[src/rtl/bus_defs_pkg.sv]
// Shared definitions for the bus arbiter and its round-robin priority picker.
// Holds the arbiter state encodings, the default bus word width and a helper
// that sizes source-index fields from the number of requesters.
package bus_defs;

   localparam int DEFAULT_DATA_W  = 32;
   localparam int DEFAULT_NUM_SRC = 4;

   // Arbiter states, encoded so the bench and any later bus master agree:
   //   IDLE    | no owner, pick a winner when any request is present
   //   SETUP   | winner's word is on bus_data, enable still low
   //   DRIVE   | bus_en high, bus_data tracks the winner's word
   //   RELEASE | turnaround cycle, enable low, pointer advances
   typedef enum logic [1:0] {
      IDLE    = 2'b00,
      SETUP   = 2'b01,
      DRIVE   = 2'b10,
      RELEASE = 2'b11
   } arb_state_e;

   // Width of an index that selects one of n sources (never less than 1 bit).
   function automatic int idx_w(input int n);
      return (n < 2) ? 1 : $clog2(n);
   endfunction

endpackage

[src/rtl/rr_priority.sv]
// Round-robin priority picker.
// Purely combinational: finds the first set request bit starting at rr_ptr
// and searching upward, wrapping modulo NUM_SRC. Kept separate so other bus
// masters can reuse the same fairness rule.
module rr_priority
   import bus_defs::*;
#(
   parameter int NUM_SRC = DEFAULT_NUM_SRC,
   parameter int IDX_W   = idx_w(NUM_SRC)
) (
   input  logic [NUM_SRC-1:0] req,
   input  logic [IDX_W-1:0]   rr_ptr,
   output logic [IDX_W-1:0]   winner,
   output logic               any_req
);

   // One extra bit so rr_ptr + offset cannot overflow before the wrap.
   logic [IDX_W:0]   cand_sum;
   logic [IDX_W-1:0] cand;

   // Walk offsets from farthest to nearest so the nearest set bit wins last.
   always_comb begin
      winner   = '0;
      cand_sum = '0;
      cand     = '0;
      for (int off = NUM_SRC - 1; off >= 0; off--) begin
         cand_sum = {1'b0, rr_ptr} + (IDX_W + 1)'(off);
         if (cand_sum >= (IDX_W + 1)'(NUM_SRC)) begin
            cand_sum = cand_sum - (IDX_W + 1)'(NUM_SRC);
         end
         cand = cand_sum[IDX_W-1:0];
         if (req[cand]) begin
            winner = cand;
         end
      end
   end

   assign any_req = |req;

endmodule

[src/rtl/bus_arbiter.sv]
// Round-robin bus arbiter feeding the 32-bit tri-state bus buffers.
// Registers the winning source's word onto bus_data and drives bus_en with a
// setup cycle before and a turnaround cycle after every drive window, so two
// buffer drivers can never overlap.
//
// Optional feature: define BUS_ARB_TIMEOUT_EN to limit each grant to MAX_HOLD
// cycles of bus_en; the owner is then revoked and timeout pulses once.
//
//   state   | meaning
//   --------+-----------------------------------------------------------
//   IDLE    | no owner; pick round-robin winner, load grant and bus_data
//   SETUP   | data stable on the buffer input, enable raised on exit
//   DRIVE   | buffer enabled, bus_data follows winner until done/req drop
//   RELEASE | bus turnaround, enable low, rr_ptr moves past the winner
module bus_arbiter
   import bus_defs::*;
#(
   parameter int NUM_SRC  = DEFAULT_NUM_SRC,
   parameter int DATA_W   = DEFAULT_DATA_W,
   parameter int MAX_HOLD = 15
) (
   input  logic                      clk,
   input  logic                      reset,
   input  logic [NUM_SRC-1:0]        req,
   input  logic [NUM_SRC-1:0]        done,
   input  logic [NUM_SRC*DATA_W-1:0] src_data,
   output logic [NUM_SRC-1:0]        grant,
   output logic [DATA_W-1:0]         bus_data,
   output logic                      bus_en,
   output logic                      busy,
   output logic                      timeout
);

   localparam int IDX_W = idx_w(NUM_SRC);

   if (NUM_SRC < 2 || NUM_SRC > 8) begin : g_bad_num_src
      $error("bus_arbiter: NUM_SRC must be in 2..8");
   end
   if (MAX_HOLD < 1) begin : g_bad_max_hold
      $error("bus_arbiter: MAX_HOLD must be at least 1");
   end

   arb_state_e           state_q,    state_d;
   logic [NUM_SRC-1:0]   grant_q,    grant_d;
   logic [DATA_W-1:0]    bus_data_q, bus_data_d;
   logic                 bus_en_q,   bus_en_d;
   logic                 busy_q,     busy_d;
   logic                 timeout_q,  timeout_d;
   logic [IDX_W-1:0]     winner_q,   winner_d;
   logic [IDX_W-1:0]     rr_ptr_q,   rr_ptr_d;

   logic [IDX_W-1:0]     rr_winner;
   logic                 rr_any;
   logic                 owner_exit;

   // Unpacked view of the packed source words, indexed by source number.
   logic [DATA_W-1:0]    src_word [NUM_SRC];

   for (genvar g = 0; g < NUM_SRC; g++) begin : g_src_word
      assign src_word[g] = src_data[g*DATA_W +: DATA_W];
   end

   rr_priority #(
      .NUM_SRC (NUM_SRC),
      .IDX_W   (IDX_W)
   ) u_rr_priority (
      .req     (req),
      .rr_ptr  (rr_ptr_q),
      .winner  (rr_winner),
      .any_req (rr_any)
   );

   // Only the stored winner's done/req bits can end a transfer; the others
   // are deliberately not looked at while the bus is owned.
   assign owner_exit = done[winner_q] | ~req[winner_q];

`ifdef BUS_ARB_TIMEOUT_EN
   localparam int HOLD_W = $clog2(MAX_HOLD + 1);

   logic [HOLD_W-1:0]    hold_cnt_q, hold_cnt_d;
   logic                 hold_limit;

   assign hold_limit = (hold_cnt_q == HOLD_W'(MAX_HOLD - 1));

   // Hold counter register: counts DRIVE cycles of the current grant.
   always_ff @(posedge clk or posedge reset) begin
      if (reset) begin
         hold_cnt_q <= '0;
      end else begin
         hold_cnt_q <= hold_cnt_d;
      end
   end
`endif

   // Next-state and next-output decode for the arbitration sequence.
   always_comb begin
      state_d    = state_q;
      grant_d    = grant_q;
      bus_data_d = bus_data_q;
      bus_en_d   = bus_en_q;
      winner_d   = winner_q;
      rr_ptr_d   = rr_ptr_q;
      timeout_d  = 1'b0;
`ifdef BUS_ARB_TIMEOUT_EN
      hold_cnt_d = hold_cnt_q;
`endif

      case (state_q)
         IDLE: begin
            if (rr_any) begin
               winner_d   = rr_winner;
               grant_d    = NUM_SRC'(1) << rr_winner;
               bus_data_d = src_word[rr_winner];
               state_d    = SETUP;
            end
         end

         SETUP: begin
            bus_en_d = 1'b1;
`ifdef BUS_ARB_TIMEOUT_EN
            hold_cnt_d = '0;
`endif
            state_d  = DRIVE;
         end

         DRIVE: begin
            if (owner_exit) begin
               bus_en_d = 1'b0;
               grant_d  = '0;
               state_d  = RELEASE;
`ifdef BUS_ARB_TIMEOUT_EN
            end else if (hold_limit) begin
               bus_en_d  = 1'b0;
               grant_d   = '0;
               timeout_d = 1'b1;
               state_d   = RELEASE;
`endif
            end else begin
               bus_data_d = src_word[winner_q];
`ifdef BUS_ARB_TIMEOUT_EN
               hold_cnt_d = hold_cnt_q + HOLD_W'(1);
`endif
            end
         end

         RELEASE: begin
            rr_ptr_d = (winner_q == IDX_W'(NUM_SRC - 1)) ? '0 : winner_q + IDX_W'(1);
            state_d  = IDLE;
         end

         default: begin
            state_d = IDLE;
         end
      endcase

      busy_d = (state_d != IDLE);
   end

   // State and output registers; reset clears the bus immediately.
   always_ff @(posedge clk or posedge reset) begin
      if (reset) begin
         state_q    <= IDLE;
         grant_q    <= '0;
         bus_data_q <= '0;
         bus_en_q   <= 1'b0;
         busy_q     <= 1'b0;
         timeout_q  <= 1'b0;
         winner_q   <= '0;
         rr_ptr_q   <= '0;
      end else begin
         state_q    <= state_d;
         grant_q    <= grant_d;
         bus_data_q <= bus_data_d;
         bus_en_q   <= bus_en_d;
         busy_q     <= busy_d;
         timeout_q  <= timeout_d;
         winner_q   <= winner_d;
         rr_ptr_q   <= rr_ptr_d;
      end
   end

   assign grant    = grant_q;
   assign bus_data = bus_data_q;
   assign bus_en   = bus_en_q;
   assign busy     = busy_q;
   assign timeout  = timeout_q;

endmodule

[config.mk]
export PLATFORM = sky130hd
export DESIGN_NAME = bus_arbiter
export DESIGN_NICKNAME = d
export VERILOG_FILES = /design/src/rtl/bus_defs_pkg.sv /design/src/rtl/rr_priority.sv /design/src/rtl/bus_arbiter.sv
export SDC_FILE = /design/constraint.sdc
export NUM_CORES = 1
export LEC_CHECK = 0
export BUFFER_PORTS_ARGS = -buffer_cell sky130_fd_sc_hd__buf_2
export CORE_MARGIN = 2
export CORE_UTILIZATION = 55
export CTS_BUF_LIST = sky130_fd_sc_hd__clkbuf_8
export DETAILED_ROUTE_END_ITERATION = 12
export GPL_TIMING_DRIVEN = 0
export PLACE_DENSITY = 0.9
export SYNTH_ARGS = -nofsm -noshare
export SYNTH_HDL_FRONTEND = slang
export SYNTH_SLANG_ARGS = --single-unit
[constraint.sdc]
create_clock -name clk -period 5.3 [get_ports clk]
set_input_delay 0.53 -clock clk [delete_from_list [all_inputs] [get_ports clk]]
set_output_delay 0.53 -clock clk [all_outputs]
set_load 0.1 [all_outputs]
==> results.md <==
* Post-synth EDFFs at 0
* Die ar. at between 0.008 and 0.009 mm2
* Fin Hold WS at between 0.2 and 0.25 ns
* Fillers at around 630
* DRT antenna net count at 0
* DR WL/cell at a little over 20 um
* Global-route wire length before repair at 23000 um
* Worst ir drop on vdd at ~0.0004 V
* Setup crit end kind: flop
* Largest net degree at the start of global routing at 27
* Ports at 177
* Critical R2R Launch: state_q[0]
* Worst-margin pin slew at around 0.64 ns
* Hold Crit Class: in -> async
* Final weighted congestion in routability-driven placement at 0.861
* Post-synth cell types at 38
* Post-CTS Setup Inserts at 0
* Setup Crit Path Kind: reg -> reg
* Die Wd at 92.8 um
* Crit share post-route at 0.461
* Largest family of logic cells by synthesized area: compound AO/OA/AOI/OAI gates
* Yosys warning total at 0
* Max-slew headroom at 0.575
* DR vias at 4901
* Netlist Area Pre-Place at 0.00434 mm2
* Clock sink count at between 40 and 50
* Sw Share at 0.602
* Fin cells at about 720
* R2R depth at 7
* Clk buf depth at 2
* Synth Area in Simple Gates at 0.145
* Setup TNS at 0 ns
* P_sw at between 2 and 2.5 mW
* Min cycle time layout at around 2.4 ns
* Number of global-route vias before repair at between 4k and 5k
* Overflow after GRT at 0
* Root buffer cell: clkbuf_8
* Die span in y at around 93 um
* Htree depth at 2
* FP Rows at 32
* Total Routing Usage GR at 0.336
* Logic pwr share at 0.792
* Reg2reg end: busy
* Flops & latches, synth at 44
* # hold bufs at CTS at 0
* Dpl hpwl at roughly 11000 um
* CTS clock-pin slew for the worst setup and hold paths at 0.09 ns
* Final clock skew at between 0.004 and 0.005 ns
* Synth Instances at ~440
* Status: finished clean
* Critical Path RT at about 5.5 ns
* Hold Vio Cnt, Final at 0
* Via density at 6.79
* R2r setup slk at ~2.9 ns
* Int Pwr at 1.61 mW
* Post-synth top flop: dfrtp_1
* Final number of max-transition violations at 0
* Final nets at 762
* XOR/XNOR share of the synthesized area at 0
* Num CTS Buffers at 5
* Synth Area in Compound Gates at 0.254
* Max Freq at 0.409 GHz
* Syn Nets at 580
* Remaining routing DRC violations at 0
* Critical path arrival at ~2.7 ns
* Post-Synth Adder-Cell Area at 0.0144
* Syn Area/Cell at a little under 10 um2
* Mux share of post-synthesis cell area at 0.253
* RSZ-0062 raised after global routing: false
* Clock network fraction of design power at 0.058
* Dpl cells at between 700 and 800
* Initial antenna violation count at 0
* Leakage power at between 2 and 2.5 nW
* Layout area overhead at 25.6%
* Power Dens Cells at between 700 and 800 mW/mm2
* FFs w/ async S/R, synth at 1.00
* Setup violators final at 0
* CTS tree: yes
* Post-Route WL at 14700 um
* Initial DRT Pass Iterations at 5
* Critical Path Source Type: flop
* Worst-path maximum fanout at 10
* First DRT Iteration DRCs at between 400 and 500
* Reg power frac at 0.151
* Initial Utilization at 0.564
* Layout cell share with drive strength beyond 1 at 0.381
* Antenna cells at 0
* Core area at between 0.007 and 0.008 mm2
* Port bufs at about 170
* Clock latency at the later pin of the worst-skew pair at ~0.31 ns
* Post-CTS sizing at 0
* Max-cap violation count at 0
* Seq/Total Area, Yosys at 0.254
## cells by family (layout without fill, tap and decap cells)
logic type / Yosys count / count (layout)
AO/OA/AOI/OAI: 154 / 154
flip-flops: 44 / 44
other: 1 / 1
adder cells (fa/ha/maj): 5 / 5
buffers and inverters: 71 / 254
AND/OR/NAND/NOR: 94 / 94
multiplexers: 68 / 68
## stage by stage
step / utilization / total power, mW / cell area (um2) / worst slack (ns)
2_1_floorplan: - / 3.17 / 4340 / 3.14
3_3_place_gp: 0.694 / 3.72 / 5330 / 2.85
3_5_place_dp: 0.696 / 3.79 / 5350 / 2.74
4_1_cts: 0.708 / 4.02 / 5450 / 2.93
5_1_grt: 0.708 / 4.25 / 5450 / 2.71
6_report: 0.708 / 4.05 / 5450 / 2.86
## sequential cells by signal (all words and copies together) (netlist names)
name and flops:
busy 1, grant 4, winner_q 2, bus_data 32, bus_en 1, rr_ptr_q 2, state_q 2
## layer usage
metal	global-route usage	vias to the layer above	wire length, um
met5	0	-	0
met4	0.167	0	444
met3	0.0480	61	1580
met2	0.590	408	7350
met1	0.401	2313	5350
li1	-	2119	-
## Yosys cell counts, types with 2 or more instances
| library cell | n | area, um2 |
|---|---|---|
| nand2_1 | 6 | 22.5 |
| a31oi_1 | 32 | 200 |
| mux4_2 | 33 | 743 |
| nand2b_1 | 33 | 206 |
| nor2b_1 | 5 | 31.3 |
| inv_1 | 12 | 45.0 |
| buf_12 | 3 | 60.1 |
| buf_2 | 6 | 30.0 |
| a21oi_1 | 7 | 35.0 |
| mux2_2 | 2 | 22.5 |
| buf_6 | 2 | 22.5 |
| buf_4 | 2 | 15.0 |
| a221oi_1 | 32 | 280 |
| nor3_1 | 3 | 15.0 |
| ha_1 | 5 | 62.6 |
| o21ai_0 | 25 | 125 |
| nor2_1 | 12 | 45.0 |
| dfrtp_1 | 44 | 1100 |
| o21ai_1 | 12 | 60.1 |
| mux2i_1 | 33 | 330 |
| clkbuf_1 | 45 | 169 |
| o31a_1 | 32 | 280 |
| o22ai_1 | 5 | 31.3 |
| nor4b_1 | 32 | 280 |
## worst max-delay path: stages (launching register included)
cell and delay [ns]:
dfrtp_1 0.42, inv_1 0.12, ha_1 0.15, clkbuf_1 0.35, clkbuf_1 0.46, clkbuf_1 0.50
nor3_1 0.13, a21oi_1 0.22
## layout make-up
class / count / area (um2) / area share
Tap cell: 102 / 128 / 0.0234
Multi-Input combinational cell: 322 / 2890 / 0.530
Buffer: 59 / 300 / 0.0551
Inverter: 12 / 45.0 / 0.00827
Clock inverter: 2 / 10.0 / 0.00184
Sequential cell: 44 / 1100 / 0.202
Clock buffer: 6 / 82.6 / 0.0152
Timing Repair Buffer: 175 / 891 / 0.164
## power groups by stage
| stage | clock network, mW | logic [mW] | registers [mW] |
|---|---|---|---|
| 2_1_floorplan | 0 | 1.51 | 1.66 |
| 3_3_place_gp | 0 | 3.11 | 0.609 |
| 3_5_place_dp | 0 | 3.17 | 0.614 |
| 4_1_cts | 0.233 | 3.17 | 0.609 |
| 5_1_grt | 0.248 | 3.37 | 0.631 |
| 6_report | 0.234 | 3.21 | 0.610 |
## worst max path at each step
stage / startpoint / end / slack, ns / cells after the start
after floorplan: req[1] / bus_data[0] / 3.14 / 7
after global placement: req[2] / bus_data[10] / 2.85 / 9
after global routing: rr_ptr_q[1] / bus_data[10] / 2.71 / 8
after detailed placement: req[2] / bus_data[8] / 2.74 / 9
after CTS: state_q[0] / busy / 2.93 / 7
final: state_q[0] / busy / 2.86 / 7
## placed cells by master, fill, tap and decap left out, types with 2 or more instances in the layout
cell type,synthesis,final
mux4_2,33,33
nand2_1,6,6
nor3_1,3,3
o21ai_0,25,25
nor2b_1,5,5
clkbuf_1,45,45
a221oi_1,32,32
buf_2,6,180
mux2_2,2,2
a31oi_1,32,32
mux2i_1,33,33
o22ai_1,5,5
buf_4,2,2
buf_12,3,4
buf_6,2,2
ha_1,5,5
dfrtp_1,44,44
o21ai_1,12,12
o31a_1,32,32
a21oi_1,7,7
nand2b_1,33,33
nor2_1,12,12
clkinv_2,0,2
inv_1,12,11
nor4b_1,32,32
clkbuf_8,0,6
Power figures use the tool's default switching activity.
